===== src/rtl/serial_subtractor.sv =====
// Bit-serial subtractor: computes A - B - bin one bit per clock, LSB first, through a single
// full-subtractor cell with a registered borrow. Start/busy/done handshake with a controller.
module serial_subtractor #(
   parameter int WIDTH = 8
) (
   input  logic             clk,
   input  logic             rst,
   input  logic             start,
   input  logic [WIDTH-1:0] a,
   input  logic [WIDTH-1:0] b,
   input  logic             bin,
   output logic             busy,
   output logic             done,
   output logic [WIDTH-1:0] diff,
   output logic             bout,
   output logic             ovf
);

   localparam int CW = (WIDTH > 2) ? $clog2(WIDTH) : 1;
   localparam logic [CW-1:0] LAST = CW'(WIDTH - 1);

   typedef enum logic [1:0] {
      IDLE = 2'd0,
      RUN  = 2'd1,
      DONE = 2'd2
   } state_t;

   state_t           state_q, state_d;
   logic [WIDTH-1:0] a_sh_q, a_sh_d;
   logic [WIDTH-1:0] b_sh_q, b_sh_d;
   logic [WIDTH-1:0] res_q, res_d;
   logic             br_q, br_d;
   logic [CW-1:0]    cnt_q, cnt_d;
   logic             busy_q, busy_d;
   logic             done_q, done_d;
   logic [WIDTH-1:0] diff_q, diff_d;
   logic             bout_q, bout_d;
   logic             ovf_q, ovf_d;
   logic [1:0]       fs;

   // Returns {borrow_out, difference} for one bit position.
   function automatic logic [1:0] full_sub(input logic x, input logic y, input logic bi);
      logic d;
      logic bo;
      d  = x ^ y ^ bi;
      bo = (~x & y) | (~(x ^ y) & bi);
      return {bo, d};
   endfunction

   always_comb begin
      state_d = state_q;
      a_sh_d  = a_sh_q;
      b_sh_d  = b_sh_q;
      res_d   = res_q;
      br_d    = br_q;
      cnt_d   = cnt_q;
      busy_d  = 1'b0;
      done_d  = 1'b0;
      diff_d  = diff_q;
      bout_d  = bout_q;
      ovf_d   = ovf_q;
      fs      = full_sub(a_sh_q[0], b_sh_q[0], br_q);

      case (state_q)
         IDLE, DONE: begin
            state_d = IDLE;
            if (start) begin
               a_sh_d  = a;
               b_sh_d  = b;
               br_d    = bin;
               cnt_d   = '0;
               state_d = RUN;
               busy_d  = 1'b1;
            end
         end
         RUN: begin
            a_sh_d = a_sh_q >> 1;
            b_sh_d = b_sh_q >> 1;
            res_d  = {fs[0], res_q[WIDTH-1:1]};
            br_d   = fs[1];
            cnt_d  = cnt_q + 1'b1;
            if (cnt_q == LAST) begin
               // br_q here is the borrow into the MSB; fs[1] is the borrow out of it.
               state_d = DONE;
               done_d  = 1'b1;
               diff_d  = {fs[0], res_q[WIDTH-1:1]};
               bout_d  = fs[1];
               ovf_d   = br_q ^ fs[1];
            end else begin
               busy_d = 1'b1;
            end
         end
         default: state_d = IDLE;
      endcase
   end

   always_ff @(posedge clk or posedge rst) begin
      if (rst) begin
         state_q <= IDLE;
         a_sh_q  <= '0;
         b_sh_q  <= '0;
         res_q   <= '0;
         br_q    <= 1'b0;
         cnt_q   <= '0;
         busy_q  <= 1'b0;
         done_q  <= 1'b0;
         diff_q  <= '0;
         bout_q  <= 1'b0;
         ovf_q   <= 1'b0;
      end else begin
         state_q <= state_d;
         a_sh_q  <= a_sh_d;
         b_sh_q  <= b_sh_d;
         res_q   <= res_d;
         br_q    <= br_d;
         cnt_q   <= cnt_d;
         busy_q  <= busy_d;
         done_q  <= done_d;
         diff_q  <= diff_d;
         bout_q  <= bout_d;
         ovf_q   <= ovf_d;
      end
   end

   assign busy = busy_q;
   assign done = done_q;
   assign diff = diff_q;
   assign bout = bout_q;
   assign ovf  = ovf_q;

endmodule

===== config.mk =====
export PLATFORM = sky130hd
export DESIGN_NAME = serial_subtractor
export DESIGN_NICKNAME = d
export VERILOG_FILES = /design/src/rtl/serial_subtractor.sv
export SDC_FILE = /design/constraint.sdc
export NUM_CORES = 1
export LEC_CHECK = 0
export CAP_MARGIN = 5
export CORE_ASPECT_RATIO = 1.4
export CORE_MARGIN = 1.5
export CORE_UTILIZATION = 55
export CTS_CLUSTER_DIAMETER = 60
export DETAILED_ROUTE_END_ITERATION = 6
export HOLD_SLACK_MARGIN = 0.03
export PLACE_DENSITY = 0.81
export SYNTH_ARGS = -nofsm -noshare
export SYNTH_HDL_FRONTEND = slang
export SYNTH_SLANG_ARGS = --single-unit

===== constraint.sdc =====
create_clock -name clk -period 4.3 [get_ports clk]
set_input_delay 0.645 -clock clk [delete_from_list [all_inputs] [get_ports clk]]
set_output_delay 0.645 -clock clk [all_outputs]
set_load 0.03 [all_outputs]

# --- After elaboration in Yosys (flattened, before gate mapping) ---
# Cells that the tools add are included.
word_totals:
  ff_bits: 42
  out_inout_bits: 12
op_classes:
  n_addsub: 1
  eq_ne: 5
  muxes: 16
  bitwise: 8
  n_reduce_logical: 5
ops:
  columns: ["op", "count"]
  rows:
  - ["case mux 8 bit (2 select lines)", 2]
  - ["two-way mux 8 bit", 2]
  - ["two-way mux 1 bit", 6]
  - ["case mux 3 bit (2 select lines)", 1]
  - ["inequality test 2 bit (second input constant)", 2]
  - ["case mux 1 bit (2 select lines)", 2]
  - ["case mux 2 bit (2 select lines)", 1]
  - ["AND reduction 2 bit", 2]
  - ["adder 3 x 1 -> 3 bit (second input constant)", 1]
  - ["== test 3 bit (second input constant)", 1]
  - ["two-way mux 3 bit", 1]
  - ["bitwise XOR 1 bit", 3]
  - ["bitwise AND 1 bit", 2]
  - ["== test 2 x 1 -> 1 bit (second input constant)", 1]
  - ["== test 2 bit (second input constant)", 1]
  - ["zero test 2 bit", 1]
  - ["two-way mux 2 bit", 1]
  - ["inverter 1 bit", 2]
  - ["nonzero test 2 bit", 1]
  - ["OR reduction 2 bit", 1]
  - ["OR 1 bit", 1]

# --- Logic depth before layout (Yosys ltp) ---
# Gate-level depths: netlist of run 1.
depth:
  ltp_word: 5
  mapped_depth: 6

# --- Worst setup path before layout of run 1 ---
# Ideal clock, no wire load.
synth_path:
  path_type: "register -> register"
  start: "register cnt_q[0]"
  end: "register diff_q[0], in the netlist diff[0]"
  t_arrival_ns: 1.351
  required_ns: 4.172
  setup_slack_ns: 2.822
  path_stages_with_launch: 6
  path_buffers: 1
  synth_period_minus_slack_ns: 1.478
  cell_sequence: "dfrtp_1 ha_1 ha_1 nand3b_4 buf_4 mux2_1"
synth_via:
  elab_chain_cells: 2
synth_lines:
  columns: ["element", "line", "rtl"]
  rows:
  - ["from (decl)", "33", "logic [CW-1:0] cnt_q, cnt_d;"]
  - ["from (signal assigned)", "116", "cnt_q <= cnt_d;"]
  - ["== test 3 bit", "82", "if (cnt_q == LAST) begin"]
  - ["AND reduction 2 bit (no source line)", null, null]
  - ["to (signal assigned)", "119", "diff_q <= diff_d;"]
  - ["to (decl)", "36", "logic [WIDTH-1:0] diff_q, diff_d;"]
# Every way passes these cells.
# A chain may end at the register's enable or synchronous reset.

# --- Final worst setup path of run 1 ---
layout_path:
  start: "input port start"
  end: "register br_q"
layout_via:
  elab_chain_cells: 2
layout_lines:
  columns: ["element", "line", "rtl"]
  rows:
  - ["from (decl)", "8", "input logic start,"]
  - ["inequality test 2 bit (no source line)", null, null]
  - ["AND reduction 2 bit (no source line)", null, null]
  - ["to (signal assigned)", "115", "br_q <= br_d;"]
  - ["to (decl)", "32", "logic br_q, br_d;"]
# Every way passes these cells.

==> reports/qor.yml, run 1 <==
timing:
  setup_viol: 0
  finalClockSkew_ps: 2.778
  hold_viol_final: 0
  finalSetupTns_ps: 0
  finalCritPeriodShare_pct: 51.59
  fmax_mhz: 450.8
  drv_slew: 0
  rsz0062_at_grt: "false"
  hold_slack_ps: 483.2
  post-route-min-period_ps: 2218
  worstMarginPinSlew_ps: 955.8
  slew_headroom_pct: 36.21
synthesis:
  synthXorXnorAreaFrac_pct: 0.4989
  synthAdderAreaFrac_pct: 2.566
  seq_area_frac_synth_pct: 58.45
  muxShareOfSynthArea_pct: 8.624
  yosys.area_share.simple_pct: 14.33
  synth_area_leaders: "dfrtp_1 (58%), nand2_1 (4.9%), mux2_2 (3.2%), o22ai_1 (3.2%), mux2i_1 (2.9%)"
  post-synth-top-area-cell: "dfrtp_1"
  synth_top_family_by_area: "simple AND/OR/NAND/NOR gates"
  synth_top_area_share_pct: 58.45
  syn_area_per_cell_um2: 11.18
  yosysWarnings: 0
  synth_cells: 157
  syn_nets: 180
  ys_seq_elements: 41
  synth_compound_area_share_pct: 11.33
  synth.distinct_cells: 26
  syn-cell-area_um2: 1755
cts:
  clock-sinks: 41
  root_buffer: "clkbuf_8"
  clk_latency_ps: 290
  numCtsBuffers: 5
  cts_setup_buffers: 0
  cts_tree: "built"
  postCtsHoldBufs: 0
  postCtsResizedCells: 0
  clk_pin_slew_ps: 70
  clockBufferDepth: 2
  cts_max_level: 2
worst_setup_path:
  cp.required_ps: 4500
  path_class: "input pin to flop"
  crit_arrival_ps: 2420
  r2r-end: "br_q"
  ff2ff_setup_slack_ps: 2380
  crit_fanout: 13
  cp-end-kind: "flop"
  cp-start-kind: "input pin"
  reg2regPathDepth: 3
  reg2reg_from: "state_q[0]"
placed_design:
  postPlaceCellArea_um2: 2067
  portBuffers: 31
  hpwl_um: 2277
  gp_congestion: 0.7328
layout:
  n_antenna_cell: 0
  design_area_um2: 2152
  final_cell_mix: "dfrtp_1 (41), clkdlybuf4s50_1 (31), nand2_1 (23)"
  area_growth_pct: 22.59
  layout_commonest_cell: "dfrtp_1"
  nNetsFinal: 209
  drive_above_1_share_pct: 9.091
worst_hold_path:
  min-delay-path-class: "flop to flop"
  min_path_cells: 2
  min_from: "ovf"
  hold_end: "ovf"
routing:
  drt-total-wl_um: 3147
  drc: 0
  ant_nets: 0
  drt_iter0_drc: 34
  wl_per_cell_um: 13.92
  dr.pass1.iters: 4
  vias_per_cell: 5.509
  num_vias: 1245
global_routing:
  grt_use_total_pct: 20.83
  grt_pass1_vias: 1217
  grt-ovfl-total: 0
  grt_pass1_wl_um: 5451
  grt_max_degree: 27
  antenna_found_initial: 0
floorplan:
  num_rows: 24
  ios: 32
  die_w_um: 50.75
  die_area_um2: 3544
  die_y_um: 69.85
  core_area_um2: 3093
  initial_utilization_pct: 56.76
power:
  pwr_density_cell_nw_per_um2: 757.0
  p_leak_nw: 0.9633
  ir_worst_vdd_mv: 0.4782
run:
  drv_cap: 0
outcome:
  status: "complete, no violations"
==> worst max path at each step <==
stage	startpoint	endpoint	slack, ps	cells after the start
2_1_floorplan	rst	a_sh_q[0]	2710	1
3_3_place_gp	start	a_sh_q[7]	1850	4
3_5_place_dp	start	br_q	1780	4
4_1_cts	state_q[0]	br_q	2010	3
5_1_grt	start	br_q	1920	4
6_report	start	br_q	2080	4
==> power breakdown <==
part | internal [mW] | switching, mW
Sequential | 0.569 | 0.127
Combinational | 0.319 | 0.376
Clock | 0.112 | 0.126
==> cell families (layout without fill, tap and decap cells) <==
kind of cell / count (synthesis) / in the layout
simple gates: 53 / 53
flops: 41 / 41
compound gates: 30 / 30
buf+inv: 15 / 45
mux: 14 / 14
fa+ha+maj: 3 / 3
xor+xnor: 1 / 1
==> flip-flops by register name, indices dropped and copies added, names as in the netlist <==
register  count
br_q          1
res_q         7
bout          1
cnt_q         3
done          1
busy          1
diff          8
ovf           1
b_sh_q        8
a_sh_q        8
state_q       2
==> final cells by class <==
cell class,count,area [um^2]
Clock inverter,2,10.01
Clock buffer,6,72.57
Inverter,5,18.77
Tap cell,39,48.80
Timing Repair Buffer,32,317.8
Multi-Input combinational cell,101,658.1
Sequential cell,41,1026
Fill cell,242,940.9
==> worst max-delay path, cell delays in order <==
cell             delay, ps
clkdlybuf4s50_1        710
nor2b_1                660
nor2_2                 140
a221oi_2               250
==> metrics by stage <==
step                cells  setup WS (ps)  utilization [%]  total power [mW]
floorplan             157           2709                -             1.195
global placement      218           1849            66.83             1.369
detailed placement    218           1785            66.83             1.405
CTS                   226           2014            69.50             1.643
global route          226           1923            69.58             1.747
finish                226           2082            69.58             1.629
==> per-layer routing <==
metal | routed length [um] | vias to the layer above | GRT usage [%]
met2 | 1617 | 28 | 34.65
met4 | 80 | 0 | 9.910
li1 | - | 599 | -
met1 | 1336 | 610 | 24.70
met5 | 0 | - | 0
met3 | 112 | 8 | 5.388
==> cell usage after synthesis <==
master / number
a211oi_1: 5
a21oi_1: 6
a221oi_2: 1
a22o_1: 4
buf_1: 1
buf_2: 2
buf_4: 4
clkbuf_1: 3
dfrtp_1: 41
fa_1: 1
ha_1: 2
inv_1: 5
mux2_1: 4
mux2_2: 5
mux2i_1: 5
nand2_1: 23
nand2b_1: 2
nand3_1: 1
nand3b_4: 1
nor2_1: 10
nor2_2: 1
nor2b_1: 7
nor3_1: 8
o21ai_0: 5
o22ai_1: 9
xor2_1: 1
Power figures use the tool's default switching activity.
==> inputs of run 2 (changes only) <==
--- a/config.mk
+++ b/config.mk
@@ -8,11 +8,11 @@
 export CAP_MARGIN = 5
 export CORE_ASPECT_RATIO = 1.4
 export CORE_MARGIN = 1.5
-export CORE_UTILIZATION = 55
+export CORE_UTILIZATION = 46
 export CTS_CLUSTER_DIAMETER = 60
 export DETAILED_ROUTE_END_ITERATION = 6
 export HOLD_SLACK_MARGIN = 0.03
-export PLACE_DENSITY = 0.81
+export PLACE_DENSITY = 0.72
 export SYNTH_ARGS = -nofsm -noshare
 export SYNTH_HDL_FRONTEND = slang
 export SYNTH_SLANG_ARGS = --single-unit
==> constraint.sdc (replaced) <==
create_clock -name clk -period 1.79 [get_ports clk]
set_input_delay 0.2685 -clock clk [delete_from_list [all_inputs] [get_ports clk]]
set_output_delay 0.2685 -clock clk [all_outputs]
set_load 0.03 [all_outputs]
==> run 2 against run 1 <==
  * Die area increased by 19%
  * Critical endpoint is now diff[7]
  * Non-clock buffer count increased by 5
  * Via count increased by 2.0%
  * Routed wire length increased by 11%
  * Cell area increased by 2.0%
  * Sequential power increased by 140%
  * Flip-flop and latch count unchanged
  * Highest routed layer unchanged
  * Total power increased by 150%
  * First-iteration DRC count decreased by 35%
  * Cell count increased by 3.1%
==> reports/qor.yml, run 2 (synthesized netlist as in run 1, its figures left out) <==
outcome:
  status: "complete, no violations"
worst_setup_path:
  crit_family: "buffers and inverters"
  worstPathCellList: "clkdlybuf4s50_1"
  ff2ff_setup_slack_ps: 270  # -2110 ps
  crit_slowest_cell: "clkdlybuf4s50_1"
  cp-start-kind: "flop"
  cp-end-kind: "output pin"
  crit_fanout: 2  # -11
  path_class: "flop to output pin"
  cpPeakStageDelay_ps: 670  # -40 ps
  reg2reg_from: "state_q[0]"
  crit_buf_inv: 1  # unchanged
  r2r-end: "b_sh_q[0]"
  cp.required_ps: 1520  # -2980 ps
  crit_arrival_ps: 1310  # -1110 ps
  reg2regPathDepth: 3  # unchanged
layout:
  nNetsFinal: 214  # +2.4%
  fin_cells: 233  # +3.1%
  n_antenna_cell: 0  # unchanged
  area_growth_pct: 25.02
  drive_above_1_share_pct: 10.47  # +1.4 points
  layout_commonest_cell: "dfrtp_1"
  design_area_um2: 2195  # +2.0%
  final_cell_mix: "dfrtp_1 (41), clkdlybuf4s50_1 (31), nand2_1 (23)"
routing:
  drc: 0  # unchanged
  drt-total-wl_um: 3485  # +11%
  vias_per_cell: 5.451  # -1.1%
  drt_iter0_drc: 22  # -35%
  wl_per_cell_um: 14.96  # +7.4%
  dr.pass1.iters: 4  # unchanged
  ant_nets: 0  # unchanged
  num_vias: 1270  # +2.0%
floorplan:
  num_rows: 26  # +8.3%
  core_area_um2: 3643  # +18%
  ios: 32  # unchanged
  die_y_um: 76.10  # +8.9%
  die_area_um2: 4201  # +19%
  die_w_um: 55.21  # +8.8%
  initial_utilization_pct: 48.18  # -8.6 points
global_routing:
  grt_pass1_vias: 1336  # +9.8%
  grt_max_degree: 42  # +56%
  antenna_found_initial: 0  # unchanged
  grt_pass1_wl_um: 6134  # +13%
  grt-ovfl-total: 0  # unchanged
  grt_use_total_pct: 18.75  # -2.1 points
timing:
  worstMarginPinSlew_ps: 512.1  # -443.6 ps
  slew_headroom_pct: 65.86  # +30 points
  setup_viol: 0  # unchanged
  drv_slew: 0  # unchanged
  finalCritPeriodShare_pct: 88.27
  rsz0062_at_grt: "false"
  finalClockSkew_ps: 6.133  # +3.355 ps
  hold_viol_final: 0  # unchanged
  fmax_mhz: 632.9
  finalSetupTns_ps: 0  # unchanged
  post-route-min-period_ps: 1580
cts:
  numCtsBuffers: 5  # unchanged
  clockBufferDepth: 2  # unchanged
  cts_tree: "built"
  root_buffer: "clkbuf_8"
  postCtsHoldBufs: 0  # unchanged
  clk_pin_slew_ps: 70  # about the same
  clock-sinks: 41  # unchanged
  postCtsResizedCells: 0  # unchanged
  clk_latency_ps: 290  # about the same
  cts_setup_buffers: 0  # unchanged
  cts_max_level: 2  # unchanged
placed_design:
  gp_congestion: 0.7536  # +2.8%
  portBuffers: 31  # unchanged
  postPlaceCellArea_um2: 2108  # +2.0%
  dp_cells: 226  # +3.7%
  hpwl_um: 2494  # +9.5%
power:
  power_frac_clock_pct: 14.9  # +0.3 points
  pwr_density_cell_nw_per_um2: 1837  # +140%
  internal-power_mw: 2.490  # +150%
  p_leak_nw: 0.9854  # +2.3%
  p_seq_share_pct: 41.3  # -1.4 points
  ir_worst_vdd_mv: 1.072  # +120%
  switching_share_pct: 38.24  # -0.35 points
  comb_power_share_pct: 43.8  # +1.2 points
  p_switching_mw: 1.541  # +150%
  power_mw: 4.031  # +150%
worst_hold_path:
  min-delay-path-class: "input pin to async pin"
run:
  drv_cap: 0  # unchanged
==> run 2: cell type report <==
class	count	area, um^2
well taps	42	52.55
flip-flops and latches	41	1026
clock buffers	7	86.33
repair buffers	37	355.3
inverters	5	18.77
multi-input cells	101	655.6
fillers	316	1449
==> run 2: metrics by stage <==
stage               setup WS [ps]  hold slack (ps)  utilization (%)
floorplan                   311.6            408.4                -
global placement            292.3            454.1            57.86
detailed placement          266.3            473.9            57.86
CTS                         196.6            413.6            60.23
global route                146.0            489.1            60.23
finish                      209.9            396.7            60.23
==> run 2: worst max path at each step <==
| stage | depth (start not counted) | endpoint | startpoint |
|---|---|---|---|
| finish | 1 | diff[7] | diff[7] |
| global route | 3 | b_sh_q[0] | state_q[0] |
| CTS | 1 | diff[7] | diff[7] |
| detailed placement | 5 | a_sh_q[5] | start |
| global placement | 4 | diff[4] | cnt_q[0] |
| floorplan | 5 | diff[0] | cnt_q[0] |
==> run 2: per-layer routing <==
layer | share of wire (%) | global-route usage [%] | vias up | routed length (um)
met1 | 39 | 21.04 | 618 | 1357
li1 | - | - | 604 | -
met5 | 0 | 0 | - | 0
met3 | 4.1 | 5.263 | 12 | 144
met4 | 3.1 | 9.512 | 0 | 109
met2 | 54 | 32.02 | 36 | 1873
==> run 2: power groups by stage <==
stage | Sequential, mW | Combinational, mW | Clock (mW)
floorplan | 1.84 | 1.03 | 0
global placement | 1.66 | 1.69 | 0
detailed placement | 1.69 | 1.78 | 0
CTS | 1.68 | 1.79 | 0.615
global route | 1.73 | 1.94 | 0.655
finish | 1.67 | 1.76 | 0.600
==> inputs of run 3 (changes only) <==
--- a/config.mk
+++ b/config.mk
@@ -9,7 +9,6 @@
 export CORE_ASPECT_RATIO = 1.4
 export CORE_MARGIN = 1.5
 export CORE_UTILIZATION = 46
-export CTS_CLUSTER_DIAMETER = 60
 export DETAILED_ROUTE_END_ITERATION = 6
 export HOLD_SLACK_MARGIN = 0.03
 export PLACE_DENSITY = 0.72
==> results of run 3 <==
No change in the layout: final DEF, timing and power equal those of run 2.
